`src/rtl/serial_sum_collector.sv`:
```
// ---------------------------------------------------------------------------
// serial_sum_collector
//
// Collects the LSB-first sum bit stream of a bit-serial adder into parallel
// words, appends the adder's final carry, and queues the completed results in
// a small FIFO that is drained through a valid/ready handshake. The serial
// side never stalls: if the FIFO is full (and not being popped) the completed
// word is dropped and a sticky overrun flag is raised.
//
// Optional feature macro: SERIAL_SUM_PARITY_EN
//    When defined, each FIFO entry also stores even parity over
//    {cout, sum}, presented on out_parity for the head entry.
//
// Parameters:
//    WIDTH - sum word width; number of serial bits per frame (>= 2)
//    DEPTH - number of buffered results; power of two, >= 2
//
// Ports:
//    clk          rising-edge clock
//    reset        asynchronous, active-high reset
//    frame_start  abandon any partial word; restart at bit 0
//    bit_valid    sum_bit/carry_bit valid this cycle
//    sum_bit      serial sum bit, LSB first
//    carry_bit    adder carry-out, used on the last bit of a frame
//    out_valid    FIFO head holds a completed result
//    out_ready    consumer accepts the head this cycle
//    out_sum      sum word at the FIFO head
//    out_cout     carry-out at the FIFO head
//    out_parity   (SERIAL_SUM_PARITY_EN only) parity of the head entry
//    busy         a partial word is in progress
//    overrun      sticky: a completed word was dropped (FIFO full)
// ---------------------------------------------------------------------------
module serial_sum_collector #(
   parameter int WIDTH = 4,
   parameter int DEPTH = 2
) (
   input  logic             clk,
   input  logic             reset,
   input  logic             frame_start,
   input  logic             bit_valid,
   input  logic             sum_bit,
   input  logic             carry_bit,
   output logic             out_valid,
   input  logic             out_ready,
   output logic [WIDTH-1:0] out_sum,
   output logic             out_cout,
   output logic             busy,
`ifdef SERIAL_SUM_PARITY_EN
   output logic             out_parity,
`endif
   output logic             overrun
);

   localparam int CW = $clog2(WIDTH) + 1;
   localparam int AW = $clog2(DEPTH);
`ifdef SERIAL_SUM_PARITY_EN
   localparam int EW = WIDTH + 2;
`else
   localparam int EW = WIDTH + 1;
`endif
   localparam logic [CW-1:0] LAST_BIT = CW'(WIDTH - 1);

   // The frame state is carried entirely by the bit count; the enum is a
   // decoded view of it.
   typedef enum logic {
      ST_IDLE,
      ST_COLLECT
   } frame_state_e;

   frame_state_e      frame_state;
   logic [CW-1:0]     count_q, count_d, count_base;
   logic [WIDTH-1:0]  shift_q, shift_d;
   logic              word_done;
   logic [EW-1:0]     push_entry;

   logic [AW:0]       wr_ptr_q, wr_ptr_d;
   logic [AW:0]       rd_ptr_q, rd_ptr_d;
   logic [EW-1:0]     mem_q [DEPTH];
   logic [EW-1:0]     head;
   logic              fifo_empty, fifo_full;
   logic              pop, push_ok, drop;
   logic              overrun_q, overrun_d;

   // ---------------- frame collection ----------------
   always_ff @(posedge clk or posedge reset) begin
      if (reset) begin
         count_q <= '0;
         shift_q <= '0;
      end else begin
         count_q <= count_d;
         shift_q <= shift_d;
      end
   end

   always_comb begin
      frame_state = (count_q == '0) ? ST_IDLE : ST_COLLECT;
      // frame_start restarts the count before any accompanying bit is
      // counted, so that bit becomes bit 0 of the new frame.
      count_base  = frame_start ? '0 : count_q;
      count_d     = count_base;
      shift_d     = shift_q;
      word_done   = 1'b0;
      if (bit_valid) begin
         shift_d = {sum_bit, shift_q[WIDTH-1:1]};
         if (count_base == LAST_BIT) begin
            count_d   = '0;
            word_done = 1'b1;
         end else begin
            count_d = count_base + CW'(1);
         end
      end
   end

   assign busy = (frame_state == ST_COLLECT);

`ifdef SERIAL_SUM_PARITY_EN
   assign push_entry = {^{carry_bit, shift_d}, carry_bit, shift_d};
`else
   assign push_entry = {carry_bit, shift_d};
`endif

   // ---------------- result FIFO ----------------
   // Pointers are one bit wider than the index: equal pointers mean empty,
   // equal index with differing wrap bit means full.
   assign fifo_empty = (wr_ptr_q == rd_ptr_q);
   assign fifo_full  = (wr_ptr_q[AW] != rd_ptr_q[AW]) &&
                       (wr_ptr_q[AW-1:0] == rd_ptr_q[AW-1:0]);

   assign pop     = !fifo_empty && out_ready;
   // A pop in the same cycle frees the slot, so a push into a full FIFO
   // still succeeds (it lands in the slot being vacated).
   assign push_ok = word_done && (!fifo_full || pop);
   assign drop    = word_done && fifo_full && !pop;

   always_comb begin
      wr_ptr_d  = push_ok ? wr_ptr_q + 1'b1 : wr_ptr_q;
      rd_ptr_d  = pop     ? rd_ptr_q + 1'b1 : rd_ptr_q;
      overrun_d = overrun_q | drop;
   end

   always_ff @(posedge clk or posedge reset) begin
      if (reset) begin
         wr_ptr_q  <= '0;
         rd_ptr_q  <= '0;
         overrun_q <= 1'b0;
      end else begin
         wr_ptr_q  <= wr_ptr_d;
         rd_ptr_q  <= rd_ptr_d;
         overrun_q <= overrun_d;
      end
   end

   // Entries are cleared on reset so the head outputs read zero afterwards.
   generate
      for (genvar gi = 0; gi < DEPTH; gi++) begin : g_entry
         always_ff @(posedge clk or posedge reset) begin
            if (reset) begin
               mem_q[gi] <= '0;
            end else if (push_ok && (wr_ptr_q[AW-1:0] == AW'(gi))) begin
               mem_q[gi] <= push_entry;
            end
         end
      end
   endgenerate

   assign head      = mem_q[rd_ptr_q[AW-1:0]];
   assign out_valid = !fifo_empty;
   assign out_sum   = head[WIDTH-1:0];
   assign out_cout  = head[WIDTH];
   assign overrun   = overrun_q;
`ifdef SERIAL_SUM_PARITY_EN
   assign out_parity = head[WIDTH+1];
`endif

endmodule

```
`config.mk`:
```
export PLATFORM = sky130hd
export DESIGN_NAME = serial_sum_collector
export DESIGN_NICKNAME = d
export VERILOG_FILES = /design/src/rtl/serial_sum_collector.sv
export SDC_FILE = /design/constraint.sdc
export NUM_CORES = 1
export LEC_CHECK = 0
export ABC_AREA = 1
export CELL_PAD_IN_SITES_DETAIL_PLACEMENT = 1
export CELL_PAD_IN_SITES_GLOBAL_PLACEMENT = 2
export CORE_UTILIZATION = 32
export CTS_CLUSTER_DIAMETER = 40
export CTS_CLUSTER_SIZE = 8
export DETAILED_ROUTE_END_ITERATION = 10
export PLACE_DENSITY_LB_ADDON = 0.1
export SLEW_MARGIN = 20
export SYNTH_ARGS = -nofsm -noshare
export SYNTH_HDL_FRONTEND = slang
export SYNTH_SLANG_ARGS = --single-unit
```
`constraint.sdc`:
```
create_clock -name clk -period 1.7 [get_ports clk]
set_clock_uncertainty 0.15 [all_clocks]
set_input_delay 0.17 -clock clk [delete_from_list [all_inputs] [get_ports clk]]
set_output_delay 0.17 -clock clk [all_outputs]
set_load 0.01 [all_outputs]
```
==> summary.txt <==
Core region area = 3178 um^2
Largest net degree at the start of global routing = 23
Max VDD drop = 0.3871 mV
Critical path depth in cells = 4
Cell Area, Synth = 1107 um^2
Hold buffer count at CTS = 0
DRT Wirelength = 2444 um
Max_slew headroom = 72.09%
Syn Nets = 137
Sw frac = 38.24%
CTS Sinks = 22
CTS tree = done
Share of the synthesized area in the top cell type = 49.72%
Die footprint = 3700 um^2
Initial core utilization = 34.84%
Crit Path Max Fanout = 5
Share of cells above drive strength 1 = 20.00%
Later-pin clock latency in the skew report = 0.30 ns
Area of the multi-input gates = 460.4 um^2
Max_cap viols = 0
Pwr dens = 1233 nW/um^2
R2R cell count = 8
Vias per cell = 4.668
Post-DP HPWL = 1984 um
Crit path buffers/inverters = 2
Clock root buffer = clkbuf_4
DRC Markers = 0
Ranking of synthesized cells by area = dfrtp_1 (50%), nand2_1 (19%), nand4_1 (6.2%)
Global-route wire length before repair = 4284 um
Setup crit start kind = flop
Clock period minus worst slack = 1.615 ns
GRT Total Usage = 16.32%
Smallest hold slack = 0.05058 ns
RD Place Congestion = 0.7499
WL/cell = 12.28 um
CP Data Required Time = 1.38 ns
Status = complete, no violations
P&R area growth vs syn = 24.75%
Core Rows = 20
Die width = 60.83 um
Max stage delay cell, worst path = dfrtp_2
Antenna diodes = 0
Setup crit end kind = output port
# nets final = 165
Total CTS buffers = 3
Syn_area_per_cell = 8.584 um^2
Switching power of the nets = 651.0 uW
Worst-Margin Slew = 0.4143 ns
I/O Pins = 15
Power Total = 1703 uW
P_int = 1052 uW
Register Area = 551.8 um^2
Drt initial violations = 30
R2r endpoint = mem_q[1]$_DFFE_PP0P_
Post-synth top area cell = dfrtp_1
Combinational power share = 43.5%
ANT nets after route = 0
Cells after Synth = 129
Grt total ovfl = 0
Vias in the first global route = 947
Final instance area = 1381 um^2
H-tree Lvls = 1
Largest stage delay on the critical path = 0.46 ns
Cell Area, Placed = 1348 um^2
Crit path kind = reg -> out
Final slew viol count = 0
Fill cells = 415
R2r setup slk = 0.14 ns
Final period utilization = 95.01%
P_leak = 0.0007440 uW
Max clock buf depth = 2
Sequential element share of the synthesized area = 49.72%
Critical-path cell list = buf_4, nand2_1, nand2_1, dlygate4sd2_1
Fmax = 0.6191 GHz
Buffers on Ports = 14
Vias = 929
Worst Hold Class = in -> async
Die Span Y = 60.83 um
Fin. Hold Viols = 0
Worst path most repeated cell = nand2_1
Synth Register Bits = 22
Clock network fraction of total power = 13.8%
Clock slew at reported path FFs = 0.12 ns
Worst R2R Start = count_q[1]$_DFF_PP0_
Final setup violation count = 0
Sequential share of power = 42.7%
Worst Path Arrival = 1.30 ns
1st-pass router iterations = 4
Yosys warnings = 0
Crit-path leading delay family = flip-flops
Initial antenna violation count = 0
Yosys cell types = 21
RSZ-0062 raised after global routing = no
## what timing repair did
| item | CTS | global route |
|---|---|---|
| gates resized for setup | 10 | 4 |
| buffers inserted | 1 | 0 |
| cloned | 0 | 0 |
| endpoints found under the setup margin | 6 | 4 |
## metrics by stage
stage          util, %  std cells  worst slack (ns)  setup TNS [ns]
6_report         43.46        199           0.08482               0
3_5_place_dp     42.40        195           -0.1400          -1.363
5_1_grt          43.46        199          0.003728               0
3_3_place_gp     42.40        195          -0.06900         -0.4651
2_1_floorplan        -        129            0.3178               0
4_1_cts          43.31        199           0.02400               0
## power by group through the flow
| stage | Clock (uW) | Combinational (uW) | Sequential (uW) |
|---|---|---|---|
| 2_1_floorplan | 0 | 529 | 697 |
| 6_report | 236 | 740 | 727 |
| 4_1_cts | 250 | 765 | 732 |
| 3_3_place_gp | 0 | 755 | 737 |
| 5_1_grt | 273 | 842 | 744 |
| 3_5_place_dp | 0 | 768 | 743 |
## worst reg2reg max path: stages (launching register included)
cell and delay (ns):
dfrtp_1 0.37, inv_1 0.05, nor2_1 0.12, ha_1 0.21, nand3_2 0.10, inv_2 0.14
buf_4 0.16, nand4_1 0.12, nand2_1 0.09
## cells by family (layout without fill, tap and decap cells)
group | after synthesis | in the layout | share of synthesized area (%)
adder cells (fa/ha/maj) | 1 | 1 | 1.130
buffers and inverters | 18 | 44 | 9.603
flip-flops | 22 | 22 | 49.72
AO/OA/AOI/OAI | 7 | 7 | 3.728
XOR/XNOR | 2 | 2 | 1.582
AND/OR/NAND/NOR | 79 | 79 | 34.24
## layout make-up
| class | instances | area share, % |
|---|---|---|
| Multi-Input combinational cell | 89 | 33.33 |
| Timing Repair Buffer | 28 | 17.21 |
| Clock buffer | 3 | 1.630 |
| Sequential cell | 22 | 39.95 |
| Tap cell | 44 | 3.986 |
| Inverter | 13 | 3.895 |
## synth_stat cells
library cell and count:
nand2_4 2, nand3_4 1, a21oi_1 1, nand4_1 11
buf_4 2, buf_8 1, xor2_1 1, inv_2 1
buf_6 2, nor2_1 3, o21bai_2 1, inv_4 2
nand3_1 1, ha_1 1, nand3_2 4, nand2_1 57
dfrtp_1 22, xnor2_1 1, o21ai_0 2, inv_1 10
o21ai_1 3
## metal layers
metal	wire [um]	part of all wire [%]	up-vias	global-route usage, %
met3	65	2.7	5	1.919
met2	1219	50	14	27.94
met5	0	0	-	0
met1	1103	45	447	20.08
met4	55	2.3	0	8.766
li1	-	-	463	-
## layout by cell type (no fill, tap or decap), drive strengths merged
cell and instances:
nand2 59, dlymetal6s2s 1, clkdlybuf4s50 7, xnor2 1, inv 13, nand4 11, dfrtp 22, ha 1
buf 15, dlygate4sd2 4, xor2 1, clkdlybuf4s15 1, o21bai 1, o21ai 5, nand3 6, a21oi 1
nor2 3, clkbuf 3
## sequential cells by signal, indices dropped and copies added, names as in the netlist
signal,flops
mem_q,10
shift_q,4
count_q,3
rd_ptr_q,2
wr_ptr_q,2
overrun,1
## worst max-delay path by stage
stage	end	slack [ns]	startpoint
detailed placement	wr_ptr_q[1]$_DFFE_PP0N_	-0.14	frame_start
CTS	busy	0.02	count_q[1]$_DFF_PP0_
global route	out_sum[0]	0.004	rd_ptr_q[0]$_DFFE_PP0P_
global placement	mem_q[2]$_DFFE_PP0P_	-0.07	frame_start
floorplan	mem_q[0]$_DFFE_PP0P_	0.32	count_q[0]$_DFF_PP0_
finish	out_sum[3]	0.08	rd_ptr_q[0]$_DFFE_PP0P_
Note: power is estimated with default switching activity, not from simulation.
==> patch 1 (same flow settings) <==
Change the parameter `WIDTH` from 4 to 8.
--- a/src/rtl/serial_sum_collector.sv
+++ b/src/rtl/serial_sum_collector.sv
@@ -32,5 +32,5 @@
 // ---------------------------------------------------------------------------
 module serial_sum_collector #(
-   parameter int WIDTH = 4,
+   parameter int WIDTH = 8,
    parameter int DEPTH = 2
 ) (
Interface: changed (resized out_sum); port bits go from 15 to 19. The function was not compared with the original's and may differ.
==> patch 1 against the original RTL <==
Total power rose by 44%; sequential cell count rose by 13; area after synthesis increased by 48%; register-to-register slack lost 80 ps; hold slack improved by 83 ps; worst setup slack got worse by 28 ps; routed wire length is 90% higher; global-route usage up 3.7 points; final area increased by 69%; critical path type unchanged.
==> patch 1: results (changes against the original RTL) <==
<table>
<tr><th>Metric</th><th>Value</th></tr>
<tr><th colspan="2">Synth</th></tr>
<tr><td>Proportion of synthesized chip area in sequential cells</td><td>53.48% (was 49.72%)</td></tr>
<tr><td>Cells after Synth</td><td>200 (was 129)</td></tr>
<tr><td>Netlist cell types</td><td>19 (was 21)</td></tr>
<tr><td>Number of nets in the synthesized netlist</td><td>208 (was 137)</td></tr>
<tr><th colspan="2">CTS</th></tr>
<tr><td>Clock root buffer</td><td>sky130_fd_sc_hd__clkbuf_8 (was sky130_fd_sc_hd__clkbuf_4)</td></tr>
<tr><td>Number of H-tree branching levels</td><td>2 (was 1)</td></tr>
<tr><th colspan="2">Critical path</th></tr>
<tr><td>Crit-path slowest cell</td><td>sky130_fd_sc_hd__dfrtp_1 (was sky130_fd_sc_hd__dfrtp_2)</td></tr>
<tr><td>Worst R2R Setup Slack</td><td>60 ps (was 140 ps)</td></tr>
<tr><td>Largest stage delay, worst path</td><td>440 ps (was 460 ps)</td></tr>
<tr><td>Crit path max-delay family</td><td>buffers and inverters (was flip-flops)</td></tr>
<tr><td>Critical path data arrival time</td><td>1320 ps (was 1300 ps)</td></tr>
<tr><th colspan="2">Route</th></tr>
<tr><td>Via count</td><td>1514 (was 929)</td></tr>
<tr><td>Sum of routed wire length over all layers</td><td>4637 µm (was 2444 µm)</td></tr>
<tr><td>Number of DRC markers after the initial detailed-route iteration</td><td>58 (was 30)</td></tr>
<tr><th colspan="2">Power</th></tr>
<tr><td>Share of power burned in registers</td><td>38.4% (was 42.7%)</td></tr>
<tr><td>Switching Fraction</td><td>28.41% (was 38.24%)</td></tr>
<tr><td>Clk power</td><td>903 µW (was 236 µW)</td></tr>
<tr><td>Static leakage power</td><td>0.001225 µW (was 0.0007440 µW)</td></tr>
<tr><th colspan="2">Placed design</th></tr>
<tr><td>Last weighted congestion value of the routability-driven placer</td><td>0.7861 (was 0.7499)</td></tr>
<tr><td>DP Wirelength</td><td>3092 µm (was 1984 µm)</td></tr>
<tr><td>Placement-stage cell area</td><td>2049 µm² (was 1348 µm²)</td></tr>
<tr><td>PortBufs</td><td>18 (was 14)</td></tr>
<tr><td>Placed Cells</td><td>301 (was 195)</td></tr>
<tr><th colspan="2">Global route</th></tr>
<tr><td>Gr usage total</td><td>20.00% (was 16.32%)</td></tr>
<tr><th colspan="2">Run status</th></tr>
<tr><td>Run status</td><td>complete, no violations (unchanged)</td></tr>
<tr><th colspan="2">Timing</th></tr>
<tr><td>Worst Max-Slew Pin Slew</td><td>489.3 ps (was 414.3 ps)</td></tr>
</table>
[patch 1: kinds of logic (layout without fill, tap and decap cells)]
group / after synthesis / count (layout) / synth area share (%)
buffers and inverters: 26 / 76 / 7.104
DFF: 35 / 35 / 53.48
xor gates and xnor gates: 3 / 3 / 1.605
AOI/OAI and AO/OA: 12 / 12 / 3.820
adders and majority gates: 1 / 1 / 0.7638
and+or+nand+nor: 123 / 123 / 33.23
[patch 1: final timing paths]
kind / start / to / cells past startpoint
max: rd_ptr_q[0]$_DFFE_PP0P_ / out_sum[5] / 5
min reg2reg: mem_q[5]$_DFFE_PP0P_ / mem_q[5]$_DFFE_PP0P_ / 2
min in group clk: frame_start / count_q[3]$_DFF_PP0_ / 4
min: reset / count_q[2]$_DFF_PP0_ / 3
max reg2reg: count_q[1]$_DFF_PP0_ / mem_q[5]$_DFFE_PP0P_ / 10
max in group asynchronous: reset / shift_q[1]$_DFF_PP0_ / 3
[patch 1: final cells by class]
class                      instances  area (µm²)
clock buffer                       6       72.57
clock inverter                     2       60.06
fill                             602        2487
inverter                          17       63.81
multi-input combinational        139       730.7
sequential                        35       875.8
tap                               67       83.83
timing repair buffer              51       442.9
[patch 1: timing repair]
item                                    CTS  global route
buffers inserted                          5             1
gates cloned                              2             0
resized for setup                        25            30
pin swaps                                 3             1
endpoints found under the setup margin   33            27
[patch 1: worst min-delay path, delay by kind of cell]
kind	cells	cell delay [ps]
buffers and inverters	3	840
[patch 1: metal layers]
metal	vias up	track usage, %	wire length [µm]
met5	-	0	0
met4	0	6.410	46
met3	6	3.841	127
met2	20	33.54	2364
met1	746	25.98	2097
li1	742	-	-
==> patch 2 (config.mk and constraints unchanged) <==
Without the edit above. Reset style: synchronous (`reset`), changed in 3 clocked blocks. Comments in the files are not updated.
--- a/src/rtl/serial_sum_collector.sv
+++ b/src/rtl/serial_sum_collector.sv
@@ -83,5 +83,5 @@
 
    // ---------------- frame collection ----------------
-   always_ff @(posedge clk or posedge reset) begin
+   always_ff @(posedge clk) begin
       if (reset) begin
          count_q <= '0;
@@ -139,5 +139,5 @@
    end
 
-   always_ff @(posedge clk or posedge reset) begin
+   always_ff @(posedge clk) begin
       if (reset) begin
          wr_ptr_q  <= '0;
@@ -154,5 +154,5 @@
    generate
       for (genvar gi = 0; gi < DEPTH; gi++) begin : g_entry
-         always_ff @(posedge clk or posedge reset) begin
+         always_ff @(posedge clk) begin
             if (reset) begin
                mem_q[gi] <= '0;
Formal check against the unedited RTL: differs if reset is asserted again (counterexample within 4 cycles, from zero or initial values and one cycle with reset high); with reset held inactive, the same outputs for 10 cycles.
==> patch 2 against the original RTL <==
Area after synthesis fell by 6.6%; final area fell by 4.3%; highest routed layer unchanged; synthesized cell count fell by 9.3%; non-clock buffer count fell by 5; routed wire length fell by 13%; core utilization fell by 0.14 points; sequential cell count rose by 1; worst setup slack got worse by 20 ps.
Power is not compared: it rests on default switching activity, and its combinational part moved more than twofold at a synthesized area within 25%.
==> patch 2: results (changes against the original RTL) <==
<table>
<tr><th>Metric</th><th>Value</th></tr>
<tr><th colspan="2">Synth</th></tr>
<tr><td>Most numerous cell types in the synthesized netlist</td><td>sky130_fd_sc_hd__nand2_1 (29), sky130_fd_sc_hd__nor2_1 (19), sky130_fd_sc_hd__inv_1 (16) (was sky130_fd_sc_hd__nand2_1 (57), sky130_fd_sc_hd__dfrtp_1 (22), sky130_fd_sc_hd__nand4_1 (11))</td></tr>
<tr><td>Most common flop cell mapped by yosys</td><td>sky130_fd_sc_hd__dfxtp_1 (was sky130_fd_sc_hd__dfrtp_1)</td></tr>
<tr><td>Netlist cell types</td><td>18 (was 21)</td></tr>
<tr><td>Number of enable flip-flop cells after synthesis</td><td>10 (was 0)</td></tr>
<tr><td>Top cells by area in the synthesized netlist</td><td>sky130_fd_sc_hd__edfxtp_1 (29%), sky130_fd_sc_hd__dfxtp_1 (25%), sky130_fd_sc_hd__nand2_1 (11%) (was sky130_fd_sc_hd__dfrtp_1 (50%), sky130_fd_sc_hd__nand2_1 (19%), sky130_fd_sc_hd__nand4_1 (6.2%))</td></tr>
<tr><td>Number of nets in the synthesized netlist</td><td>125 (was 137)</td></tr>
<tr><td>Proportion of synthesized chip area in sequential cells</td><td>54.17% (was 49.72%)</td></tr>
<tr><th colspan="2">Min path</th></tr>
<tr><td>Worst hold path type</td><td>reg2reg (was in2async)</td></tr>
<tr><th colspan="2">Run status</th></tr>
<tr><td>Run status</td><td>complete, no violations (unchanged)</td></tr>
<tr><th colspan="2">Route</th></tr>
<tr><td>Via count</td><td>824 (was 929)</td></tr>
<tr><td>Number of detailed-route iterations in the first pass</td><td>3 (was 4)</td></tr>
<tr><td>Number of DRC markers after the initial detailed-route iteration</td><td>19 (was 30)</td></tr>
<tr><th colspan="2">Global route</th></tr>
<tr><td>First-pass GRT wire length</td><td>3491 µm (was 4284 µm)</td></tr>
<tr><td>Via count of the first global-routing pass</td><td>788 (was 947)</td></tr>
<tr><th colspan="2">Placed design</th></tr>
<tr><td>DP Wirelength</td><td>1606 µm (was 1984 µm)</td></tr>
<tr><td>Placed Cells</td><td>180 (was 195)</td></tr>
<tr><th colspan="2">CTS</th></tr>
<tr><td>Worst skew pair latency</td><td>320 ps (was 300 ps)</td></tr>
<tr><td>Clock transition at the register clock pins on the worst setup and hold paths after CTS</td><td>140 ps (was 120 ps)</td></tr>
<tr><th colspan="2">Cells and area</th></tr>
<tr><td>Number of non-filler instances in the completed layout</td><td>186 (was 199)</td></tr>
<tr><td>Share of cells above drive strength 1</td><td>25.35% (was 20.00%)</td></tr>
<tr><td>Final-layout fill cell count</td><td>378 (was 415)</td></tr>
<tr><td>Final layout net count</td><td>151 (was 165)</td></tr>
<tr><th colspan="2">Timing</th></tr>
<tr><td>Worst Max-Slew Pin Slew</td><td>325.1 ps (was 414.3 ps)</td></tr>
<tr><th colspan="2">Critical path</th></tr>
<tr><td>Critical path data arrival time</td><td>1320 ps (was 1300 ps)</td></tr>
<tr><td>Largest fanout on the critical path</td><td>4 (was 5)</td></tr>
<tr><td>Largest stage delay, worst path</td><td>390 ps (was 460 ps)</td></tr>
</table>
==> patch 2: final timing paths <==
kind / from / endpoint / slack (ps) / cells after the start
worst max-delay path: flip-flop / out_sum[0] / 60 / 2
worst min-delay path: overrun$_SDFF_PP0_ / overrun$_SDFF_PP0_ / 340 / 2
worst max register to register: count_q[1]$_SDFF_PP0_ / mem_q[1][4]$_SDFFCE_PN0P_ / 100 / 8
worst min register to register: overrun$_SDFF_PP0_ / overrun$_SDFF_PP0_ / 340 / 2
==> patch 2: repair_timing <==
item / in CTS / in global routing
endpoints found under the setup margin: 6 / 24
pin swaps: 0 / 1
buffers inserted: 2 / 0
gates resized for setup: 19 / 8
==> patch 2: kinds of logic after synthesis <==
kind of cell,synth area share [%]
buf+inv,7.376
fa+ha+maj,1.209
compound gates,3.385
simple gates,27.57
xor+xnor,0.8466
flops,54.17
mux,5.441
==> patch 2: layer usage <==
layer | global-route usage [%] | wire, µm | part of all wire, % | up-vias
li1 | - | - | - | 422
met1 | 17.31 | 1019 | 48 | 385
met2 | 23.21 | 994 | 47 | 12
met3 | 1.978 | 63 | 3.0 | 5
met4 | 8.163 | 47 | 2.2 | 0
met5 | 0 | 0 | 0 | -
==> patch 2: worst min-delay path, delay by kind of cell (launching register included) <==
| family | cells | cell delay, ps |
|---|---|---|
| DFF | 1 | 350 |
| and+or+nand+nor | 2 | 120 |
==> patch 2: cell type report <==
class	count	area share, %
repair buffers	23	14.57
inverters	16	4.541
flip-flops and latches	23	43.05
multi-input cells	76	31.41
well taps	44	4.163
clock inverters	1	0.5676
clock buffers	3	1.703
==> patch 2: stage by stage <==
stage	cell area, µm²	hold slack [ps]	setup WS (ps)	util [%]	total power [µW]
3_3_place_gp	1266	301.3	-228.8	41.48	692.0
4_1_cts	1308	352.0	0.07250	42.83	966.8
5_1_grt	1323	379.5	0.3163	43.32	992.4
2_1_floorplan	1035	183.7	60.97	-	647.9
6_report	1323	343.0	64.52	43.32	948.1
3_5_place_dp	1266	320.7	-286.6	41.48	693.5
==> patch 2: power by group through the flow <==
stage          sequential, µW  combinational [µW]  clock [µW]
6_report                  591                83.8         274
5_1_grt                   593                93.1         307
4_1_cts                   591                84.3         291
3_5_place_dp              607                86.9           0
3_3_place_gp              606                86.0           0
2_1_floorplan             605                43.3           0
